`src/rtl/harmonic_scheduler.sv`:
```
`default_nettype none
// ============================================================================
//  Module      : harmonic_scheduler
//  Description : Sequences up to three harmonics of a note through a shared
//                harmonic engine, sums the engine results into an 18-bit
//                accumulator and publishes one saturated 16-bit mixed sample
//                per request.
//  Revision    : 1.0 - initial release
// ============================================================================
module harmonic_scheduler #(
    parameter int TIMEOUT = 255
) (
    input  logic        clk,
    input  logic        reset,
    input  logic        play_enable,
    input  logic        generate_next_sample,
    input  logic [19:0] step_size,
    input  logic [2:0]  harm_en,
    input  logic [5:0]  harm_weight,
    output logic        eng_go,
    output logic [1:0]  eng_sel,
    output logic [19:0] eng_step_size,
    output logic [1:0]  eng_weight,
    input  logic [15:0] eng_sample,
    input  logic        eng_ready,
    output logic [15:0] mix_out,
    output logic        sample_ready,
    output logic        busy,
    output logic        overrun,
    output logic        timeout_err
);

    // Wait counter runs 0 .. TIMEOUT-1; the last value ends the wait.
    localparam int c_cnt_w = (TIMEOUT > 1) ? $clog2(TIMEOUT) : 1;
    localparam logic [c_cnt_w-1:0] c_last = c_cnt_w'(TIMEOUT - 1);

    typedef enum logic [2:0] {
        S_IDLE  = 3'd0,
        S_ISSUE = 3'd1,
        S_WAIT  = 3'd2,
        S_NEXT  = 3'd3,
        S_DONE  = 3'd4
    } state_t;

    state_t              r_state;
    logic [1:0]          r_k;
    logic signed [17:0]  r_acc;
    logic [c_cnt_w-1:0]  r_wait_cnt;

    logic [2:0]          w_above;
    logic [2:0]          w_first;
    logic [2:0]          w_next;
    logic [2:0]          w_load;
    logic [1:0]          w_load_k;
    logic                w_load_hit;
    logic [19:0]         w_load_step;
    logic [1:0]          w_load_weight;
    logic [15:0]         w_sat;

    // Returns {hit, k} for the lowest set bit of the mask.
    function automatic logic [2:0] pick_lowest(input logic [2:0] m);
        if (m[0])      return 3'b100;
        else if (m[1]) return 3'b101;
        else if (m[2]) return 3'b110;
        else           return 3'b000;
    endfunction

    assign busy = (r_state != S_IDLE);

    // Harmonic selection, per-harmonic engine operands and output saturation.
    always_comb begin
        w_above       = 3'b000;
        w_load_step   = step_size;
        w_load_weight = harm_weight[1:0];
        w_sat         = r_acc[15:0];

        case (r_k)
            2'd0:    w_above = 3'b110;
            2'd1:    w_above = 3'b100;
            default: w_above = 3'b000;
        endcase

        w_first    = pick_lowest(harm_en);
        w_next     = pick_lowest(harm_en & w_above);
        w_load     = (r_state == S_IDLE) ? w_first : w_next;
        w_load_k   = w_load[1:0];
        w_load_hit = w_load[2];

        // Multiply by (k+1) with shifts and one add, truncated to 20 bits.
        case (w_load_k)
            2'd0: begin
                w_load_step   = step_size;
                w_load_weight = harm_weight[1:0];
            end
            2'd1: begin
                w_load_step   = {step_size[18:0], 1'b0};
                w_load_weight = harm_weight[3:2];
            end
            default: begin
                w_load_step   = step_size + {step_size[18:0], 1'b0};
                w_load_weight = harm_weight[5:4];
            end
        endcase

        if (r_acc > 18'sd32767)
            w_sat = 16'h7FFF;
        else if (r_acc < -18'sd32768)
            w_sat = 16'h8000;
    end

    // Sequencer: issues each enabled harmonic, collects results, publishes the mix.
    always_ff @(posedge clk or negedge reset) begin
        if (!reset) begin
            r_state       <= S_IDLE;
            r_k           <= 2'd0;
            r_acc         <= '0;
            r_wait_cnt    <= '0;
            eng_go        <= 1'b0;
            eng_sel       <= 2'd0;
            eng_step_size <= 20'd0;
            eng_weight    <= 2'd0;
            mix_out       <= 16'd0;
            sample_ready  <= 1'b0;
            overrun       <= 1'b0;
            timeout_err   <= 1'b0;
        end else begin
            eng_go       <= 1'b0;
            sample_ready <= 1'b0;

            if (generate_next_sample && (r_state != S_IDLE))
                overrun <= 1'b1;

            if ((r_state != S_IDLE) && !play_enable) begin
                // Note released mid-sequence: abandon the sample entirely.
                r_state <= S_IDLE;
                r_acc   <= '0;
                mix_out <= 16'd0;
            end else begin
                case (r_state)
                    S_IDLE: begin
                        if (generate_next_sample) begin
                            if (!play_enable) begin
                                mix_out      <= 16'd0;
                                sample_ready <= 1'b1;
                            end else begin
                                r_acc <= '0;
                                if (w_load_hit) begin
                                    r_state       <= S_ISSUE;
                                    r_k           <= w_load_k;
                                    eng_go        <= 1'b1;
                                    eng_sel       <= w_load_k;
                                    eng_step_size <= w_load_step;
                                    eng_weight    <= w_load_weight;
                                end else begin
                                    r_state <= S_DONE;
                                end
                            end
                        end
                    end
                    S_ISSUE: begin
                        r_state    <= S_WAIT;
                        r_wait_cnt <= '0;
                    end
                    S_WAIT: begin
                        if (eng_ready) begin
                            r_acc   <= r_acc + {{2{eng_sample[15]}}, eng_sample};
                            r_state <= S_NEXT;
                        end else if (r_wait_cnt == c_last) begin
                            timeout_err <= 1'b1;
                            r_state     <= S_NEXT;
                        end else begin
                            r_wait_cnt <= r_wait_cnt + 1'b1;
                        end
                    end
                    S_NEXT: begin
                        if (w_load_hit) begin
                            r_state       <= S_ISSUE;
                            r_k           <= w_load_k;
                            eng_go        <= 1'b1;
                            eng_sel       <= w_load_k;
                            eng_step_size <= w_load_step;
                            eng_weight    <= w_load_weight;
                        end else begin
                            r_state <= S_DONE;
                        end
                    end
                    S_DONE: begin
                        mix_out      <= w_sat;
                        sample_ready <= 1'b1;
                        r_state      <= S_IDLE;
                    end
                    default: r_state <= S_IDLE;
                endcase
            end
        end
    end

endmodule
`default_nettype wire

```
`config.mk`:
```
export PLATFORM = sky130hd
export DESIGN_NAME = harmonic_scheduler
export DESIGN_NICKNAME = d
export VERILOG_FILES = /design/src/rtl/harmonic_scheduler.sv
export SDC_FILE = /design/constraint.sdc
export NUM_CORES = 1
export LEC_CHECK = 0
export BUFFER_PORTS_ARGS = -buffer_cell sky130_fd_sc_hd__buf_2
export CORE_ASPECT_RATIO = 0.7
export CORE_UTILIZATION = 35
export CTS_BUF_LIST = sky130_fd_sc_hd__clkbuf_8
export CTS_CLUSTER_DIAMETER = 200
export CTS_CLUSTER_SIZE = 30
export DETAILED_ROUTE_END_ITERATION = 8
export GPL_TIMING_DRIVEN = 0
export PLACE_DENSITY = 0.66
export SYNTH_ARGS = -nofsm -noshare
export SYNTH_HDL_FRONTEND = slang
export SYNTH_SLANG_ARGS = --single-unit
```
`constraint.sdc`:
```
create_clock -name clk -period 5 [get_ports clk]
set_input_delay 1 -clock clk [delete_from_list [all_inputs] [get_ports clk]]
set_output_delay 1 -clock clk [all_outputs]
set_load 0.02 [all_outputs]
```
After elaboration in Yosys (flattened, before gate mapping)
Index checks and enable logic that the tools add are counted.
{ "totals": {"ff_bits": 75, "latchBits": 0, "mem_bits_rw": 0, "romBits": 0, "inputBits": 50, "memories": 0} }
{ "op_classes": {"n_addsub": 3, "multipliers": 0, "n_div": 0, "n_lt_le_gt_ge": 2, "n_eq_ne": 16, "n_shift": 0, "mux": 56, "n_bitwise": 3, "n_reduce_logical": 17} }
{ "ops": {"columns": ["operator", "count"], "rows": [
  ["16-bit two-way mux", 5],
  ["20-bit one-hot mux with 2 select lines", 2],
  ["18-bit two-way mux", 4],
  ["20-bit two-way mux", 3],
  ["3-bit two-way mux", 13],
  ["18-bit one-hot mux with 2 select lines", 1],
  ["16-bit one-hot mux with 2 select lines", 1],
  ["20-bit adder", 1],
  ["18-bit adder", 1],
  ["18-bit by 16-bit > comparator with 1-bit output (second input constant)", 1],
  ["18-bit by 16-bit less-than comparator with 1-bit output (second input constant)", 1],
  ["2-bit two-way mux", 9],
  ["8-bit two-way mux", 2],
  ["2-bit one-hot mux with 2 select lines", 4],
  ["8-bit one-hot mux with 2 select lines", 1],
  ["4-bit AND reduction", 4],
  ["3-bit one-hot mux with 4 select lines", 1],
  ["3-bit by 2-bit != test with 1-bit output (second input constant)", 3],
  ["3-bit nonzero test", 3],
  ["8-bit by 1-bit adder with 8-bit output (second input constant)", 1],
  ["8-bit == test (second input constant)", 1],
  ["2-bit != test (second input constant)", 4],
  ["1-bit two-way mux", 7],
  ["3-bit by 2-bit == test with 1-bit output (second input constant)", 2],
  ["other kinds (15)", 22]
]} }

Logic depth before layout (Yosys ltp)
Gate-level depths: netlist of run 1.
{ "depth": {"ltp_word": 13, "depth_mapped": 10} }

Least setup slack after synthesis of run 1
Ideal clock, no wire load.
{ "synth_path": {"path_type": "input port to flip-flop", "startpoint": "in step_size[0]", "endpoint": "reg eng_step_size[13]", "setup_ps": 126, "arrival_ps": 2910, "setup_slack_ps": 1964, "stages": 10, "path_cell_list": "ha_1 > inv_1 > fa_1 > nand2b_1 > a21oi_1 > nor2_1 > o31ai_2 > a31oi_1 > and3_1 > o32a_1"} }
{ "synth_between": {"elab_chain_cells": 6} }
{ "synth_lines": {"columns": ["element", "line_no", "source"], "rows": [
  ["start: declaration", "17", "input logic [19:0] step_size,"],
  ["20-bit adder (*)", "100", "w_load_step = step_size + {step_size[18:0], 1'b0};"],
  ["20-bit one-hot mux with 2 select lines (*)", "90", "case (w_load_k)"],
  ["20-bit two-way mux (*)", "147, 176", null],
  ["20-bit two-way mux", "142", "if (!play_enable) begin"],
  ["20-bit two-way mux", "141", "if (generate_next_sample) begin"],
  ["20-bit one-hot mux with 2 select lines (*)", "139", "case (r_state)"],
  ["end signal: assignment", "152", "eng_step_size <= w_load_step;"],
  ["end signal: assignment", "181", "eng_step_size <= w_load_step;"],
  ["end: declaration", "22", "output logic [19:0] eng_step_size,"]
]} }
Mark *: on every way between the ends. The rest lies on a longest branch, timed or not. The select of a mux whose other input is x is not followed.
A chain may end at the register's enable or synchronous reset.

Worst setup path after layout of run 1
{ "layout_path": {"startpoint": "in step_size[1]", "endpoint": "reg eng_step_size[13]"} }
Same word-level chain as after synthesis.

==> results.ini, run 1 <==
[sta]
rsz0062_at_grt=false
setup_tns_ps=0
skew_ps=17.5
relSlewSlack=0.486
finalCriticalPeriod_ps=3070
worst_hold_slack_ps=454
max_freq_ghz=0.326
setup_ws_ps=1930
timing.final.crit_share=0.614
worst_pin_slew_ps=752
setup_viol=0
final-max-slew-violation-count=0
hold_viol_final=0

[yosys]
synth_edf_count=0
ys_ff_latch=73
synth.most_common_cell=nand2_1
synthesis.instances=579
ys_top_cells_by_area=dfrtp_1, ha_1, nand2_1, nor2_1, o21ai_0
yosysTopAreaCell=dfrtp_1
synth_cell_types=65
synth_area_per_cell_um2=8.66
synthTopCellsByCount=nand2_1, dfrtp_1, nor2_1
synth_fp_nets=668
yosys_warnings=0
synthesis.area_um2=5010
synthFlopType=dfrtp_1
yosys.area.top_type_share=0.364
seq_area_frac_synth=0.364
synthArstFlopShare=1.00

[floorplan]
dieArea_um2=14800
pin_count=95
row_count=36
coreArea_um2=14000
dieWidth_um=145
dieHeight_um=102
initial_core_util=0.359

[detailed_routing]
wire_per_inst_um=15.1
via_per_inst=5.29
wl_um=13300
vias=4647
dr.pass1.iters=5
antenna_left=0
drt_iter0_markers=288
route.detailed.drc=0

[global_route]
antenna_found_initial=1
grt_pass1_wl_um=22100
grt_overflow_total=0
grt_max_degree=63
grt_pass1_vias=4280
gr-usage-all-layers=0.188

[cells_and_area]
drive_gt1_frac=0.206
fin_cells=879
multi_input_area_um2=3000
finalInstanceArea_um2=5930
fill_cells=1430
final_core_util=0.425
syn_to_final_growth_pct=18.3
diodes=0
seq_area_um2=1830
final_nets=773

[setup_path]
startpoint_type=input port
slowest_delay_ps=470
crit_path_end_kind=register
crit_family=compound AO/OA/AOI/OAI gates
worstSetupPathType=input port to register
crit_buf_inv=2
crit_fanout=5
worstPathRequired_ps=5240
slowest_stage=o31ai_2
crit_chain=buf_2, ha_1, inv_1, fa_1, nand2b_1, a21oi_1, nor2_1, o31ai_2, a31oi_1, and3_1, o32a_1
arrival_ps=3310

[placement]
port_buffers=93
placed_cells=863
post-place-ws_ps=1550
gp_congestion=0.883
placed_area_um2=5750
place_hpwl_um=10100

[clock_network]
clk_pin_slew_ps=90
cts_root_buf=clkbuf_8
cts_hold_buffers=0
clk_latency_ps=370
htree_levels=3
cts_max_path_buffers=2
postCtsSetupRepairBufs=0
post_cts_resized=0
cts_sinks=73
cts_tree=done
cts_buffers=9

[pwr]
power_mw=2.32
cellPowerDensity_nw_per_um2=391
vdd_drop_max_mv=0.194
p_leak_nw=2.80

[job]
drv_cap=0

[hold_path]
min_path_type=register to register

[outcome]
status=completed

==> worst reg2reg max path, cell delays in order (launching register included) <==
cell and delay [ps]:
dfrtp_1 390, ha_1 180, inv_1 60, fa_1 420, nor2b_1 140, o21a_1 140
o21ai_0 160, a211oi_1 520, a21oi_1 160, xor2_1 160, o21ai_0 140
==> cells in the final DEF, fill, tap and decap left out, drive strengths merged, types with 18 or more instances in the layout <==
cell and count:
buf 105, nand2 77, dfrtp 73, nor2 68, o21ai 43, ha 37, a21oi 36, clkbuf 23
xor2 22, inv 18
==> final timing paths <==
kind	to	from	slack, ps	cells past startpoint
max	eng_step_size[13]	step_size[1]	1930	11
min	overrun	overrun	450	1
max reg2reg	r_acc[10]	r_acc[0]	2470	10
min reg2reg	overrun	overrun	450	1
max in group asynchronous	eng_step_size[13]	reset	3970	2
min in group asynchronous	eng_step_size[7]	reset	480	1
==> report_power, final <==
| group | leakage [nW] | switching (mW) | internal, mW |
|---|---|---|---|
| logic | 1.75 | 0.683 | 0.371 |
| registers | 0.957 | 0.0931 | 0.721 |
| clock network | 0.0884 | 0.262 | 0.189 |
==> area by class of cell <==
type / instances / share of cell area
Buffer: 25 / 0.0224
Inverter: 15 / 0.00949
Multi-Input combinational cell: 466 / 0.505
Tap cell: 190 / 0.0401
Clock inverter: 7 / 0.0103
Clock buffer: 9 / 0.0209
Sequential cell: 73 / 0.308
Timing Repair Buffer: 94 / 0.0835
==> cell families (layout without fill, tap and decap cells) <==
logic type	count (synthesis)	in the layout	synth area share
AO/OA/AOI/OAI	163	163	0.220
flip-flops	73	73	0.364
adder cells (fa/ha/maj)	39	39	0.100
multiplexers	6	6	0.0125
AND/OR/NAND/NOR	227	227	0.211
buffers and inverters	40	150	0.0377
XOR/XNOR	31	31	0.0541
==> state kept, by name, summed over array words and instances (netlist names), 2 cells and up <==
signal,flops
eng_sel,2
eng_step_size,20
mix_out,16
r_acc,18
r_state,3
r_wait_cnt,8
eng_weight,2
==> routing by layer <==
layer / part of all wire / up-vias / track usage
met5: 0.0013 / - / 0
met1: 0.54 / 2189 / 0.286
met4: 0.015 / 2 / 0.0575
met3: 0.040 / 20 / 0.0330
met2: 0.41 / 110 / 0.268
li1: - / 2326 / -
Note: power is estimated with default switching activity, not from simulation.
==> run 2, diff against run 1 <==
--- a/config.mk
+++ b/config.mk
@@ -13,7 +13,7 @@
 export CTS_CLUSTER_SIZE = 30
 export DETAILED_ROUTE_END_ITERATION = 8
 export GPL_TIMING_DRIVEN = 0
-export PLACE_DENSITY = 0.66
+export PLACE_DENSITY = 0.68
 export SYNTH_ARGS = -nofsm -noshare
 export SYNTH_HDL_FRONTEND = slang
 export SYNTH_SLANG_ARGS = --single-unit
==> constraint.sdc (replaced) <==
create_clock -name clk -period 2.6 [get_ports clk]
set_input_delay 0.52 -clock clk [delete_from_list [all_inputs] [get_ports clk]]
set_output_delay 0.52 -clock clk [all_outputs]
set_load 0.02 [all_outputs]
==> run 2 against run 1 <==
Against the previous run:
- sequential power increased by 93%
- routed wire length increased by 3.4%
- sequential share of layout area decreased by 0.42 points
- power increased by 110%
- non-clock buffer count unchanged
- flip-flop and latch count unchanged
- via count decreased by 0.19%
- largest power group unchanged
==> results.ini, run 2 (synthesized netlist as in run 1, its figures left out) <==
[pwr]
vdd_drop_max_mv=0.308
combPwrFrac=0.432
p_int_mw=2.75
power_mw=4.75
seq_power_share=0.330
swShare=0.421
cellPowerDensity_nw_per_um2=790
switchingPower_mw=2.00
p_leak_nw=2.84
power.share.clock=0.238

[floorplan]
dieHeight_um=102
dieArea_um2=14800
row_count=36
dieWidth_um=145
initial_core_util=0.359
pin_count=95
coreArea_um2=14000

[setup_path]
arrival_ps=2700
r2r_cells=9
worstSetupPathType=input port to register
rrSetupSlack_ps=190
reg2reg_from=r_acc[12]
crit_path_start=step_size[0]
crit_end=eng_step_size[13]
startpoint_type=input port
r2r-end=r_acc[17]
worstPathRequired_ps=2840
crit_fanout=5
crit_path_end_kind=register

[clock_network]
cts_hold_buffers=0
htree_levels=3
cts_root_buf=clkbuf_8
cts_buffers=9
cts_max_path_buffers=2
clk_pin_slew_ps=80
cts_tree=done
cts_sinks=73
clk_latency_ps=360

[sta]
worst_pin_slew_ps=701
max_freq_ghz=0.407
final-max-slew-violation-count=0
setup_viol=0
timing.final.crit_share=0.944
finalCriticalPeriod_ps=2450
rsz0062_at_grt=false
worst_hold_slack_ps=98.2
relSlewSlack=0.531
skew_ps=8.70
hold_viol_final=0

[global_route]
gr-usage-met3=0.0353
grt_overflow_total=0
antenna_found_initial=0
grt_max_degree=45
met2_usage=0.283
grt_pass1_wl_um=22200
grt_use_met1=0.282
grt_pass1_vias=4269
grt.busiest_layer=met2
gr-usage-all-layers=0.191

[detailed_routing]
via_per_inst=5.28
drt_iter0_markers=380
vias=4638
wl_um=13800
route.detailed.drc=0
dr.pass1.iters=5
antenna_left=0
wire_per_inst_um=15.6

[cells_and_area]
final_nets=773
largest-register=eng_step_size
syn_to_final_growth_pct=20.0
drive_gt1_frac=0.210
final_core_util=0.431
top_regs=eng_step_size: 20 flops, r_acc: 18 flops, mix_out: 16 flops
fin_cells=879
mostFrequentLayoutCell=buf_2
diodes=0
final_cell_mix=buf_2, nand2_1, dfrtp_1, nor2_1, o21ai_0
largest_reg_flops=20

[placement]
placed_cells=863
place_hpwl_um=10200
gp_congestion=0.871
port_buffers=93

[job]
drv_cap=0

[hold_path]
min_path_type=input port to async pin

[outcome]
status=completed

-- run 2: cell count changes in the layout (fill, tap and decap cells not counted), sizes merged --
cell	delta
bufinv	+3
clkinv	-1
clkinvlp	-1
inv	-1
-- run 2: timing repair --
item                       CTS  global route
setup endpoints to repair    1             5
hold endpoints to repair     0             0
pin swaps                    0             1
gates resized for setup      1             7
setup buffers                0             0
-- run 2: final cells by class --
cell class,count,area (um2)
Sequential cell,73,1830
Timing Repair Buffer,94,495
Clock inverter,7,126
Inverter,15,56.3
Fill cell,1433,7950
Tap cell,190,238
Clock buffer,9,124
Multi-Input combinational cell,466,3010
Buffer,25,135
-- run 2: metal layers --
| metal | share of wire | up-vias |
|---|---|---|
| met3 | 0.044 | 15 |
| li1 | - | 2325 |
| met2 | 0.42 | 112 |
| met4 | 0.011 | 0 |
| met5 | 0 | - |
| met1 | 0.53 | 2186 |
-- run 2: worst min path at each step --
stage,from,endpoint,slack (ps),cells past startpoint
CTS,reset,mix_out[1],90,1
finish,reset,mix_out[1],100,1
floorplan,reset,eng_go,220,0
detailed placement,overrun,overrun,450,1
global placement,overrun,overrun,430,1
global route,reset,r_acc[1],100,1
-- run 2: per-stage QoR --
stage	setup WS, ps	setup TNS, ps	area, um2
after global placement	-363	-1210	5720
after floorplan	44.4	0	5010
after detailed placement	-386	-1440	5750
final	145	0	6020
after CTS	57.6	0	6010
after global routing	19.8	0	6020
-- run 2: worst max-delay path, cell delays in order --
cell and delay, ps:
buf_2 140, ha_1 180, inv_1 50, fa_1 400
nand2b_1 180, a21oi_1 130, nor2_1 110, o31ai_4 320
a31oi_1 150, and3_1 200, o32a_1 320
-- run 2: power by group through the flow --
stage	Sequential (mW)	Clock (mW)	Combinational [mW]
2_1_floorplan	1.79	0	1.15
3_3_place_gp	1.58	0	2.01
3_5_place_dp	1.59	0	2.03
4_1_cts	1.57	1.17	2.05
5_1_grt	1.60	1.22	2.28
6_report	1.57	1.13	2.05
==> run 3, diff against run 2 <==
--- a/config.mk
+++ b/config.mk
@@ -6,6 +6,8 @@
 export NUM_CORES = 1
 export LEC_CHECK = 0
 export BUFFER_PORTS_ARGS = -buffer_cell sky130_fd_sc_hd__buf_2
+export CELL_PAD_IN_SITES_DETAIL_PLACEMENT = 1
+export CELL_PAD_IN_SITES_GLOBAL_PLACEMENT = 1
 export CORE_ASPECT_RATIO = 0.7
 export CORE_UTILIZATION = 35
 export CTS_BUF_LIST = sky130_fd_sc_hd__clkbuf_8
@@ -13,7 +15,7 @@
 export CTS_CLUSTER_SIZE = 30
 export DETAILED_ROUTE_END_ITERATION = 8
 export GPL_TIMING_DRIVEN = 0
-export PLACE_DENSITY = 0.68
+export PLACE_DENSITY = 0.83
 export SYNTH_ARGS = -nofsm -noshare
 export SYNTH_HDL_FRONTEND = slang
 export SYNTH_SLANG_ARGS = --single-unit
==> run 3 against run 2 <==
Against the previous run:
- core utilization is 0.47 points lower
- flip-flop and latch count unchanged
- sequential power hardly changed
- register-to-register slack worse by 60 ps
- sequential share of layout area up 0.33 points
- clock power decreased by 23%
- fmax shrank 0.59%
- combinational power is 4% higher
- via count grew 8.1%
- global-route usage grew 4.0 points
- worst setup slack worse by 15 ps
- largest cell class unchanged
- highest routed layer unchanged
==> results.ini, run 3 (synthesized netlist as in run 1, its figures left out) <==
[clock_network]
clk_pin_slew_ps=90
cts_buffers=9
cts_root_buf=clkbuf_8
cts_sinks=73
cts_max_path_buffers=2
cts_hold_buffers=0
htree_levels=3
clk_latency_ps=370
cts_tree=done

[detailed_routing]
wl_um=16700
wire_per_inst_um=19.0
antenna_left=0
drt_iter0_markers=244
vias=5013
route.detailed.drc=0
dr.pass1.iters=5
via_per_inst=5.70

[global_route]
gr-usage-all-layers=0.231
grt_overflow_total=0
antenna_found_initial=0
grt_max_degree=38
grt_pass1_vias=5275
grt_pass1_wl_um=26800

[cells_and_area]
drive_gt1_frac=0.209
finalInstanceArea_um2=5950
top_regs=eng_step_size: 20 flops, r_acc: 18 flops, mix_out: 16 flops
largest-register=eng_step_size
largest_reg_flops=20
syn_to_final_growth_pct=18.7
final_cell_mix=buf_2, nand2_1, dfrtp_1, nor2_1, o21ai_0
final_core_util=0.426
mostFrequentLayoutCell=buf_2
diodes=0
final_nets=774
fin_cells=880

[pwr]
combPwrFrac=0.464
switchingPower_mw=2.08
vdd_drop_max_mv=0.331
swShare=0.454
power_mw=4.58
cellPowerDensity_nw_per_um2=770
p_int_mw=2.50
p_leak_nw=2.81
seq_power_share=0.345
power.share.clock=0.190

[setup_path]
path_common_cell=o21ai_1
crit_chain=ha_1, inv_1, fa_1, nor2b_1, o21a_1, o21ai_1, nand2_1, a221oi_1, xor2_1, o21ai_1
worstSetupPathType=register to register
crit_fanout=4
slowest_delay_ps=410
slowest_stage=dfrtp_1
r2r_cells=10
rrSetupSlack_ps=130
worstPathRequired_ps=2830
arrival_ps=2700
startpoint_type=register
crit_path_end_kind=register

[floorplan]
row_count=36
pin_count=95
initial_core_util=0.359
dieHeight_um=102
coreArea_um2=14000
dieArea_um2=14800
dieWidth_um=145

[sta]
relSlewSlack=0.557
hold_viol_final=0
timing.final.crit_share=0.950
setup_tns_ps=0
final-max-slew-violation-count=0
finalCriticalPeriod_ps=2470
skew_ps=17.1
rsz0062_at_grt=false
setup_ws_ps=131
worst_hold_slack_ps=114
setup_viol=0
worst_pin_slew_ps=665
max_freq_ghz=0.405

[placement]
post-place-ws_ps=-575
gp_congestion=0.938
place_hpwl_um=12800
placed_area_um2=5740
placed_cells=863
port_buffers=93

[hold_path]
min_path_type=input port to async pin

[outcome]
status=completed

[job]
drv_cap=0

[run 3: area by class of cell]
cell class / count / area (um2)
Clock inverter: 5 / 31.3
Fill cell: 1764 / 8010
Inverter: 15 / 56.3
Multi-Input combinational cell: 466 / 3020
Tap cell: 190 / 238
Clock buffer: 11 / 151
Buffer: 25 / 133
Sequential cell: 73 / 1830
Timing Repair Buffer: 95 / 495
[run 3: power groups by stage]
stage / sequential [mW] / clock [mW] / combinational, mW
2_1_floorplan: 1.79 / 0 / 1.15
3_3_place_gp: 1.58 / 0 / 1.99
3_5_place_dp: 1.60 / 0 / 2.10
4_1_cts: 1.58 / 0.905 / 2.11
5_1_grt: 1.61 / 0.953 / 2.33
6_report: 1.58 / 0.873 / 2.13
[run 3: path summary, 6_finish.rpt]
path	end	startpoint
max	r_acc[14]	r_acc[0]
min	r_acc[5]	reset
max reg2reg	r_acc[14]	r_acc[0]
min reg2reg	mix_out[13]	mix_out[13]
max in group asynchronous	eng_step_size[14]	reset
min in group clk	eng_weight[1]	harm_weight[1]
[run 3: per-layer routing]
layer	vias up	part of all wire	routed length, um	track usage
met4	0	0.021	345	0.104
met2	141	0.47	7840	0.380
met5	-	0	0	0
met1	2522	0.46	7770	0.299
met3	26	0.047	781	0.0442
li1	2324	-	-	-
[run 3: what timing repair did]
item | 4_1_cts | 5_1_grt
buffers inserted | 0 | 1
setup endpoints to repair | 4 | 2
pin swaps | 0 | 1
resized for setup | 4 | 1
[run 3: worst max-delay path, delay by kind of cell, from the launching register on]
| kind | cells | cell delay (ps) |
|---|---|---|
| compound gates | 4 | 1000 |
| xor+xnor | 1 | 190 |
| flops | 1 | 410 |
| simple gates | 2 | 240 |
| fa+ha+maj | 2 | 400 |
| buf+inv | 1 | 70 |
